[src/rtl/tea_cipher_core_if.sv]
// Handshake, data and configuration bundle for tea_cipher_core.
interface tea_cipher_core_if #(
  parameter int W = 32
) ();
  logic             mode;
  logic [2:0]       round;
  logic [W-1:0]     delta;
  logic [4*W-1:0]   key;
  logic             in_valid;
  logic             in_ready;
  logic [2*W-1:0]   in_data;
  logic             out_valid;
  logic             out_ready;
  logic [2*W-1:0]   out_data;
  logic             busy;

  modport master (
    output mode, round, delta, key, in_valid, in_data, out_ready,
    input  in_ready, out_valid, out_data, busy
  );

  modport slave (
    input  mode, round, delta, key, in_valid, in_data, out_ready,
    output in_ready, out_valid, out_data, busy
  );
endinterface

[src/rtl/tea_cipher_core.sv]
// Iterative TEA encrypt/decrypt core: one round per clock, valid/ready on both
// sides, with a one-entry output register so a new block can run while the
// previous result is still waiting to be taken.
module tea_cipher_core #(
  parameter int W   = 32,
  parameter int SHL = 4,
  parameter int SHR = 5
) (
  input logic              clk,
  input logic              rst,
  tea_cipher_core_if.slave bus
);

  typedef enum logic [1:0] {
    S_IDLE,
    S_RUN,
    S_WAIT
  } state_t;

  state_t           state_q, state_d;
  logic [W-1:0]     x_q, x_d;
  logic [W-1:0]     y_q, y_d;
  logic [W-1:0]     sum_q, sum_d;
  logic [W-1:0]     delta_q, delta_d;
  logic [4*W-1:0]   key_q, key_d;
  logic             mode_q, mode_d;
  logic [7:0]       cnt_q, cnt_d;
  logic [2*W-1:0]   out_q, out_d;
  logic             ov_q, ov_d;

  logic [W-1:0]     k0, k1, k2, k3;
  logic [W-1:0]     esum, ex, ey, dsum, dx, dy;
  logic [W-1:0]     rx, ry, rsum;
  logic             out_free;

  assign k0 = key_q[W-1:0];
  assign k1 = key_q[2*W-1:W];
  assign k2 = key_q[3*W-1:2*W];
  assign k3 = key_q[4*W-1:3*W];

  function automatic logic [W-1:0] mix(input logic [W-1:0] v,
                                       input logic [W-1:0] s,
                                       input logic [W-1:0] ka,
                                       input logic [W-1:0] kb);
    return ((v << SHL) + ka) ^ (v + s) ^ ((v >> SHR) + kb);
  endfunction

  // One TEA round in each direction; mode selects which result is used.
  always_comb begin
    esum = sum_q + delta_q;
    ex   = x_q + mix(y_q, esum, k0, k1);
    ey   = y_q + mix(ex, esum, k2, k3);
    dy   = y_q - mix(x_q, sum_q, k2, k3);
    dx   = x_q - mix(dy, sum_q, k0, k1);
    dsum = sum_q - delta_q;
    rx   = mode_q ? dx : ex;
    ry   = mode_q ? dy : ey;
    rsum = mode_q ? dsum : esum;
  end

  // Next-state, datapath and output-register control.
  always_comb begin
    state_d  = state_q;
    x_d      = x_q;
    y_d      = y_q;
    sum_d    = sum_q;
    delta_d  = delta_q;
    key_d    = key_q;
    mode_d   = mode_q;
    cnt_d    = cnt_q;
    out_d    = out_q;
    ov_d     = ov_q;
    out_free = !ov_q || bus.out_ready;

    // A pop with no load clears the slot; a load below overrides this.
    if (ov_q && bus.out_ready) ov_d = 1'b0;

    case (state_q)
      S_IDLE: begin
        if (bus.in_valid) begin
          x_d     = bus.in_data[W-1:0];
          y_d     = bus.in_data[2*W-1:W];
          key_d   = bus.key;
          delta_d = bus.delta;
          mode_d  = bus.mode;
          cnt_d   = 8'd1 << bus.round;
          sum_d   = bus.mode ? (bus.delta << bus.round) : '0;
          state_d = S_RUN;
        end
      end
      S_RUN: begin
        x_d   = rx;
        y_d   = ry;
        sum_d = rsum;
        cnt_d = cnt_q - 8'd1;
        if (cnt_q == 8'd1) begin
          if (out_free) begin
            out_d   = {ry, rx};
            ov_d    = 1'b1;
            state_d = S_IDLE;
          end else begin
            state_d = S_WAIT;
          end
        end
      end
      S_WAIT: begin
        if (out_free) begin
          out_d   = {y_q, x_q};
          ov_d    = 1'b1;
          state_d = S_IDLE;
        end
      end
      default: state_d = S_IDLE;
    endcase
  end

  // State and datapath registers.
  always_ff @(posedge clk or posedge rst) begin
    if (rst) begin
      state_q <= S_IDLE;
      x_q     <= '0;
      y_q     <= '0;
      sum_q   <= '0;
      delta_q <= '0;
      key_q   <= '0;
      mode_q  <= 1'b0;
      cnt_q   <= '0;
      out_q   <= '0;
      ov_q    <= 1'b0;
    end else begin
      state_q <= state_d;
      x_q     <= x_d;
      y_q     <= y_d;
      sum_q   <= sum_d;
      delta_q <= delta_d;
      key_q   <= key_d;
      mode_q  <= mode_d;
      cnt_q   <= cnt_d;
      out_q   <= out_d;
      ov_q    <= ov_d;
    end
  end

  assign bus.in_ready  = (state_q == S_IDLE) && !rst;
  assign bus.out_valid = ov_q;
  assign bus.out_data  = out_q;
  assign bus.busy      = (state_q == S_RUN) || (state_q == S_WAIT);

endmodule

[src/flat_wrapper.sv]
// flat-port wrapper written by rule: the top's interface ports become plain ports
module tea_cipher_core_flat 
#(
  parameter int W   = 32,
  parameter int SHL = 4,
  parameter int SHR = 5
)
  (clk, rst, bus_mode, bus_round, bus_delta, bus_key, bus_in_valid, bus_in_data, bus_out_ready, bus_in_ready, bus_out_valid, bus_out_data, bus_busy);
  tea_cipher_core_if #(.W(W)) bus_i ();
  input logic clk;
  input logic rst;
  input wire logic [$bits(bus_i.mode)-1:0] bus_mode;
  input wire logic [$bits(bus_i.round)-1:0] bus_round;
  input wire logic [$bits(bus_i.delta)-1:0] bus_delta;
  input wire logic [$bits(bus_i.key)-1:0] bus_key;
  input wire logic [$bits(bus_i.in_valid)-1:0] bus_in_valid;
  input wire logic [$bits(bus_i.in_data)-1:0] bus_in_data;
  input wire logic [$bits(bus_i.out_ready)-1:0] bus_out_ready;
  output wire logic [$bits(bus_i.in_ready)-1:0] bus_in_ready;
  output wire logic [$bits(bus_i.out_valid)-1:0] bus_out_valid;
  output wire logic [$bits(bus_i.out_data)-1:0] bus_out_data;
  output wire logic [$bits(bus_i.busy)-1:0] bus_busy;
  assign bus_i.mode = bus_mode;
  assign bus_i.round = bus_round;
  assign bus_i.delta = bus_delta;
  assign bus_i.key = bus_key;
  assign bus_i.in_valid = bus_in_valid;
  assign bus_i.in_data = bus_in_data;
  assign bus_i.out_ready = bus_out_ready;
  assign bus_in_ready = bus_i.in_ready;
  assign bus_out_valid = bus_i.out_valid;
  assign bus_out_data = bus_i.out_data;
  assign bus_busy = bus_i.busy;
  tea_cipher_core #(.W(W), .SHL(SHL), .SHR(SHR)) u_core (.clk(clk), .rst(rst), .bus(bus_i));
endmodule
[config.mk]
export PLATFORM = sky130hd
export DESIGN_NAME = tea_cipher_core_flat
export DESIGN_NICKNAME = d
export VERILOG_FILES = /design/src/rtl/tea_cipher_core_if.sv /design/src/rtl/tea_cipher_core.sv /design/src/flat_wrapper.sv
export SDC_FILE = /design/constraint.sdc
export NUM_CORES = 2
export LEC_CHECK = 0
export BUFFER_PORTS_ARGS = -buffer_cell sky130_fd_sc_hd__clkbuf_2
export CAP_MARGIN = 20
export CORE_MARGIN = 4
export CORE_UTILIZATION = 60
export DETAILED_ROUTE_END_ITERATION = 7
export PLACE_DENSITY = 0.9
export SETUP_SLACK_MARGIN = 0.4
export SYNTH_ARGS = -nofsm -noshare
export SYNTH_HDL_FRONTEND = slang
export SYNTH_SLANG_ARGS = --single-unit
[constraint.sdc]
create_clock -name clk -period 15.4 [get_ports clk]
set_clock_uncertainty 0.15 [all_clocks]
set_input_delay 3.08 -clock clk [delete_from_list [all_inputs] [get_ports clk]]
set_output_delay 3.08 -clock clk [all_outputs]
set_load 0.01 [all_outputs]
; Yosys cells after proc, flatten, opt, wreduce, memory -nomap -nowiden
; Index checks and enable logic that the tools add are counted.
; Widths: inputs -> output; s select.
[word_totals]
register_bits = 332
ram_bits = 0
latchBits = 0
rom_bits = 0
input_bits = 232
mem_count = 0
[classes]
magnitude_cmp = 0
div_mod_pow = 0
n_shift = 2
n_reduce_logical = 13
mul = 0
n_bitwise = 8
add_sub_neg = 19
n_eq_ne = 7
muxes = 25
[op_table]
columns = cell, n
row1 = $add 32x32->32, 11
row2 = $xor 32x32->32, 8
row3 = $mux 32, 7
row4 = $mux 64, 3
row5 = $pmux 32 s2, 3
row6 = $add 27x32->32, 4
row7 = $pmux 64 s2, 1
row8 = $sub 32x32->32, 3
row9 = $shl 32x3->32, 1
row10 = $pmux 8 s2, 1
row11 = $eq 8x1->1 const B, 1
row12 = $mux 2, 4
row13 = $mux 8, 1
row14 = $shl 1x3->8 const A, 1
row15 = $sub 8x1->8 const B, 1
row16 = $ne 2x1->1 const B, 3
row17 = $pmux 2 s3, 1
row18 = $reduce_and 2->1, 2
row19 = $reduce_and 4->1, 1
row20 = $reduce_bool 2->1, 2
row21 = $mux 1, 3
row22 = $reduce_and 3->1, 1
row23 = $eq 2x1->1 const B, 1
row24 = $eq 2x2->1 const B, 1
row25 = other kinds (6), 9

; Longest topological paths before layout
[depth]
word_depth = 13
ltp_mapped = 57
ltp_nobuf = 56

; Worst setup path after synthesis
; OpenSTA, ideal clock, no wires.
[synth_path]
path_type = register to register
startpoint = reg u_core.sum_q[0]
endpoint = reg u_core.out_q[63] (netlist: u_core.bus.out_data[63])
arrival_time_ns = 9.518
setup_ns = 0.123
setup_slack_ns = 5.610
stages_incl_launch_ff = 52
period_less_slack_ns = 9.790
n_path_buf = 0
path_cell_list = dfrtp_1 > ha_1 > fa_1 > nand2b_1 > a21oi_1 > o21ai_0 > a21oi_1 > o21bai_1 > a21oi_1 > nor2_1 > o21ai_0 > a21o_1 > a21oi_1 > nor2_1 > nor2_1 > xnor2_1 > ha_1 > a21oi_1 > [... 16 more ...] > xnor2_1 > xnor3_1 > ha_1 > xnor2_1 > xnor2_1 > xnor2_1 > xnor2_1 > ha_1 > a21oi_1 > o21ai_0 > a21o_1 > a2111oi_0 > a21oi_1 > xnor2_1 > xor2_1 > xnor3_1 > mux2i_1 > a21oi_1
[synth_between]
elab_chain_len = 13
[synth_rtl]
columns = item, line
row1 = start: declaration, tea_cipher_core.sv:23  ; logic [W-1:0] sum_q, sum_d;
row2 = start signal: assignment, tea_cipher_core.sv:134  ; sum_q <= sum_d;
row3 = $add 32x32->32, tea_cipher_core.sv:50  ; esum = sum_q + delta_q;
row4 = $add 32x32->32, tea_cipher_core.sv:45  ; return ((v << SHL) + ka) ^ (v + s) ^ ((v >> SHR) + kb);
row5 = $xor 32x32->32 (2 in a row), tea_cipher_core.sv:45
row6 = $add 32x32->32, tea_cipher_core.sv:51  ; ex = x_q + mix(y_q, esum, k0, k1);
row7 = $add 32x32->32, tea_cipher_core.sv:45
row8 = $xor 32x32->32 (2 in a row), tea_cipher_core.sv:45
row9 = $add 32x32->32, tea_cipher_core.sv:52  ; ey = y_q + mix(ex, esum, k2, k3);
row10 = $mux 32 (*), tea_cipher_core.sv:57  ; ry = mode_q ? dy : ey;
row11 = $mux 64 (*), tea_cipher_core.sv:97  ; if (out_free) begin
row12 = $mux 64 (*), tea_cipher_core.sv:96  ; if (cnt_q == 8'd1) begin
row13 = $pmux 64 s2 (*), tea_cipher_core.sv:78  ; case (state_q)
row14 = end signal: assignment, tea_cipher_core.sv:139  ; out_q <= out_d;
row15 = end: declaration, tea_cipher_core.sv:28  ; logic [2*W-1:0] out_q, out_d;
; Every way passes the cells marked *; elsewhere a longest branch is shown, timed or not. The select of a mux whose other input is x is not followed.
; A chain may end at the register's enable or synchronous reset.

; Worst setup path after layout
[layout_path]
startpoint = reg u_core.sum_q[0]
endpoint = reg u_core.out_q[62] (netlist: u_core.bus.out_data[62])
; Same word-level chain as after synthesis.

==> results.md <==
* Status: completed
* Worst Path Buf+Inv at 0
* DRT iter0 DRCs at roughly 4800
* DP HPWL at between 100 and 150 mm
* Worst path arrival time at between 10 and 15 ns
* First-pass GRT wire length at about 230 mm
* Vias in the first global route at approximately 40000
* Main synth FF type: dfrtp_1
* Mapped Area at ~42000 sq um
* I/O pin cnt at 299
* Pre-CTS setup slack at 3.661 ns
* Final-report hold violation count at 0
* Post-CTS resize count at 0
* Sink Count at between 300 and 400
* Ys async rst share at 100.0%
* RD Place Congestion at approximately 1.1
* Max-slew headroom at between 20% and 30%
* Compound-Gate Fraction of Synth Area at a little under a quarter
* Synthesized net count at slightly below 6000
* CP peak stage delay at around 0.60 ns
* DRC viols at 0
* Final nets at about 6000
* Worst path top cell family by delay: compound AO/OA/AOI/OAI gates
* CP max FO at 6
* Cell row count at between 90 and 100
* Core region area at 68830 sq um
* RSZ-0062 raised after global routing: false
* Crit path required time at roughly 16 ns
* Crit-path most repeated cell: o21ai_0
* Die X at approximately 270 microns
* Max Cap Viol at 0
* CTS tree: built
* Fmax at about 0.083 GHz
* Setup violators final at 0
* Yosys warns at 0
* Post-synthesis xor/xnor area fraction at between 15 and 20%
* Initial antenna violation count at 1
* TritonCTS Buffers at 40
* Detail Route Antenna Nets at 0
* Min cycle time layout at ~12 ns
* Fin util at 66.52%
* Hold Path Class: flop to flop
* Netlist cell types at 75
* Critical path type: flop to flop
* Avg WL per Cell at between 20 and 30 microns
* Storage cell area at roughly 8300 sq um
* Clk_lat worst skew at ~0.62 ns
* Main combinational cell family by area after synthesis: compound AO/OA/AOI/OAI gates
* Setup bufs post-CTS at 0
* Crit end category: flop
* Number of enable flip-flop cells after synthesis at 0
* DR vias/cell at 6.629
* IO Port Bufs at approximately 300
* Setup tns final at 0 ns
* Tot GR Track Use at 40.55%
* TritonRoute pass-1 iters at 7
* Worst-margin pin slew at roughly 1.1 ns
* Seq/Total Area, Yosys at 19.86%
* Die Y at around 270 microns
* Simple-gate share of the synthesized area at 12.61%
* GRT overflow at 0
* Max Root-Sink Buffers at 3
* Layout cells sized above 1 at between 10% and 20%
* Slowest-stage cell, CP: xnor2_1
* Fraction of synthesized area in multiplexers at roughly 7.1%
* Root buf cell: clkbuf_16
* Adder-cell share of the synthesized area at 17.31%
* Fillers at 5588
* Gate Count Post-Synth at ~5000
* Area occupied by multi-input gates at between 30000 and 40000 sq um
* Layout Area Growth over Synthesis at 9.462%
* Largest net degree at the start of global routing at around 140
* Synthesized area per cell at roughly 8.3 sq um
* Initial Util at approximately three fifths
* Clk pin slew, worst setup/hold paths at roughly 0.060 ns
* Die ar. at 74000 sq um
* H-tree depth at 2
* Final WL at about 160 mm
* Final slew viol count at 0
* Vias at roughly 41000
* Tcrit/Tclk final at around 79%
* Final setup margin at ~3.3 ns
* Hold_buf cts at 0
* Startpoint Class: flop
* Yosys reg bits at 332
-- state kept, by name, summed over array words and instances (netlist names) --
name	cells
u_core.delta_q	32
u_core.y_q	32
u_core.x_q	32
u_core.cnt_q	8
u_core.mode_q	1
u_core.state_q	2
u_core.key_q	128
u_core.bus.out_data	64
u_core.sum_q	32
u_core.bus.out_valid	1
-- metrics by stage --
step                      hold slack, ns  cells  area [sq um]
final                             0.3312   6232         45780
after global routing              0.3591   6231         45780
after CTS                         0.3358   6230         45750
after detailed placement          0.3224   6159         44310
after global placement            0.3142   6159         44310
after floorplan                   0.3241   5040         41830
-- per-layer routing --
layer,vias to the layer above,global-route usage (%),wire length (microns)
met5,-,0,0
met3,467,13.93,24880
met1,19520,55.53,61110
li1,18620,-,-
met4,0,13.52,6053
met2,2696,60.02,63890
-- layout make-up --
cell class | instances | area share [%]
Tap cell | 931 | 2.544
Timing Repair Buffer | 339 | 4.001
Inverter | 187 | 1.550
Sequential cell | 332 | 18.15
Clock buffer | 53 | 2.446
Multi-Input combinational cell | 4371 | 70.59
Antenna cell | 1 | 0.005466
Clock inverter | 18 | 0.7106
-- kinds of logic after synthesis --
group	count (synthesis)
flip-flops	332
adder cells (fa/ha/maj)	568
multiplexers	271
XOR/XNOR	758
buffers and inverters	337
AO/OA/AOI/OAI	1623
AND/OR/NAND/NOR	1151
-- final timing paths --
path                                          from                 endpoint  slack (ns)  cells after the start
max in group asynchronous                      rst         u_core.key_q[23]       10.48                      4
hold reg to reg            u_core.bus.out_data[32]  u_core.bus.out_data[32]        0.33                      2
min in group asynchronous                      rst  u_core.bus.out_data[18]        2.52                      2
setup reg to reg                   u_core.sum_q[0]  u_core.bus.out_data[62]        3.31                     49
hold / removal             u_core.bus.out_data[32]  u_core.bus.out_data[32]        0.33                      2
setup / recovery                   u_core.sum_q[0]  u_core.bus.out_data[62]        3.31                     49
-- worst min-delay path: cells and delay by family, from the launching register on --
kind / cells / cell delay, ns
compound gates: 1 / 0.06
simple gates: 1 / 0.05
flops: 1 / 0.34
-- cell usage in the layout, fill, tap and decap left out, drive strengths merged, types with 18 or more instances in the layout --
| cell type | synthesis | final |
|---|---|---|
| nor2b | 59 | 59 |
| nand2 | 364 | 364 |
| o21a | 72 | 72 |
| a211oi | 38 | 38 |
| nand4 | 28 | 28 |
| inv | 184 | 187 |
| o21ai | 417 | 417 |
| buf | 25 | 41 |
| a221oi | 21 | 21 |
| mux2 | 175 | 175 |
| a31oi | 44 | 44 |
| dfrtp | 332 | 332 |
| a21oi | 523 | 523 |
| nand3 | 70 | 70 |
| ha | 550 | 550 |
| and3 | 40 | 40 |
| or3 | 19 | 19 |
| nor3 | 71 | 71 |
| nand2b | 68 | 68 |
| o21bai | 56 | 56 |
| o31ai | 29 | 29 |
| xnor2 | 620 | 620 |
| nor2 | 358 | 358 |
| xor2 | 131 | 131 |
| a21boi | 19 | 19 |
| mux2i | 92 | 92 |
| fa | 18 | 18 |
| o211ai | 33 | 33 |
| a21o | 232 | 232 |
| or2 | 19 | 19 |
| clkbuf | 125 | 351 |
-- synth_stat cells (38+ instances only) --
cell type	n	area share, %
inv_1	184	1.7
a21o_1	232	4.2
mux2i_1	92	2.2
xor2_1	130	2.7
clkbuf_1	125	1.1
xnor2_1	619	13
dfrtp_1	332	20
a21oi_1	522	6.2
nor3_1	71	0.85
mux2_2	175	4.7
nand3_1	70	0.84
nand2_1	364	3.3
nor2_1	358	3.2
and3_1	40	0.60
nor2b_1	59	0.88
a211oi_1	38	0.68
o21ai_0	415	5.0
nand2b_1	68	1.0
a31oi_1	44	0.66
ha_1	550	16
o21a_1	72	1.3
o21bai_1	56	1.0
Power is left out: the tool's default activity adds up to more than one toggle a clock period on the data nets, which glitch-free logic cannot reach.
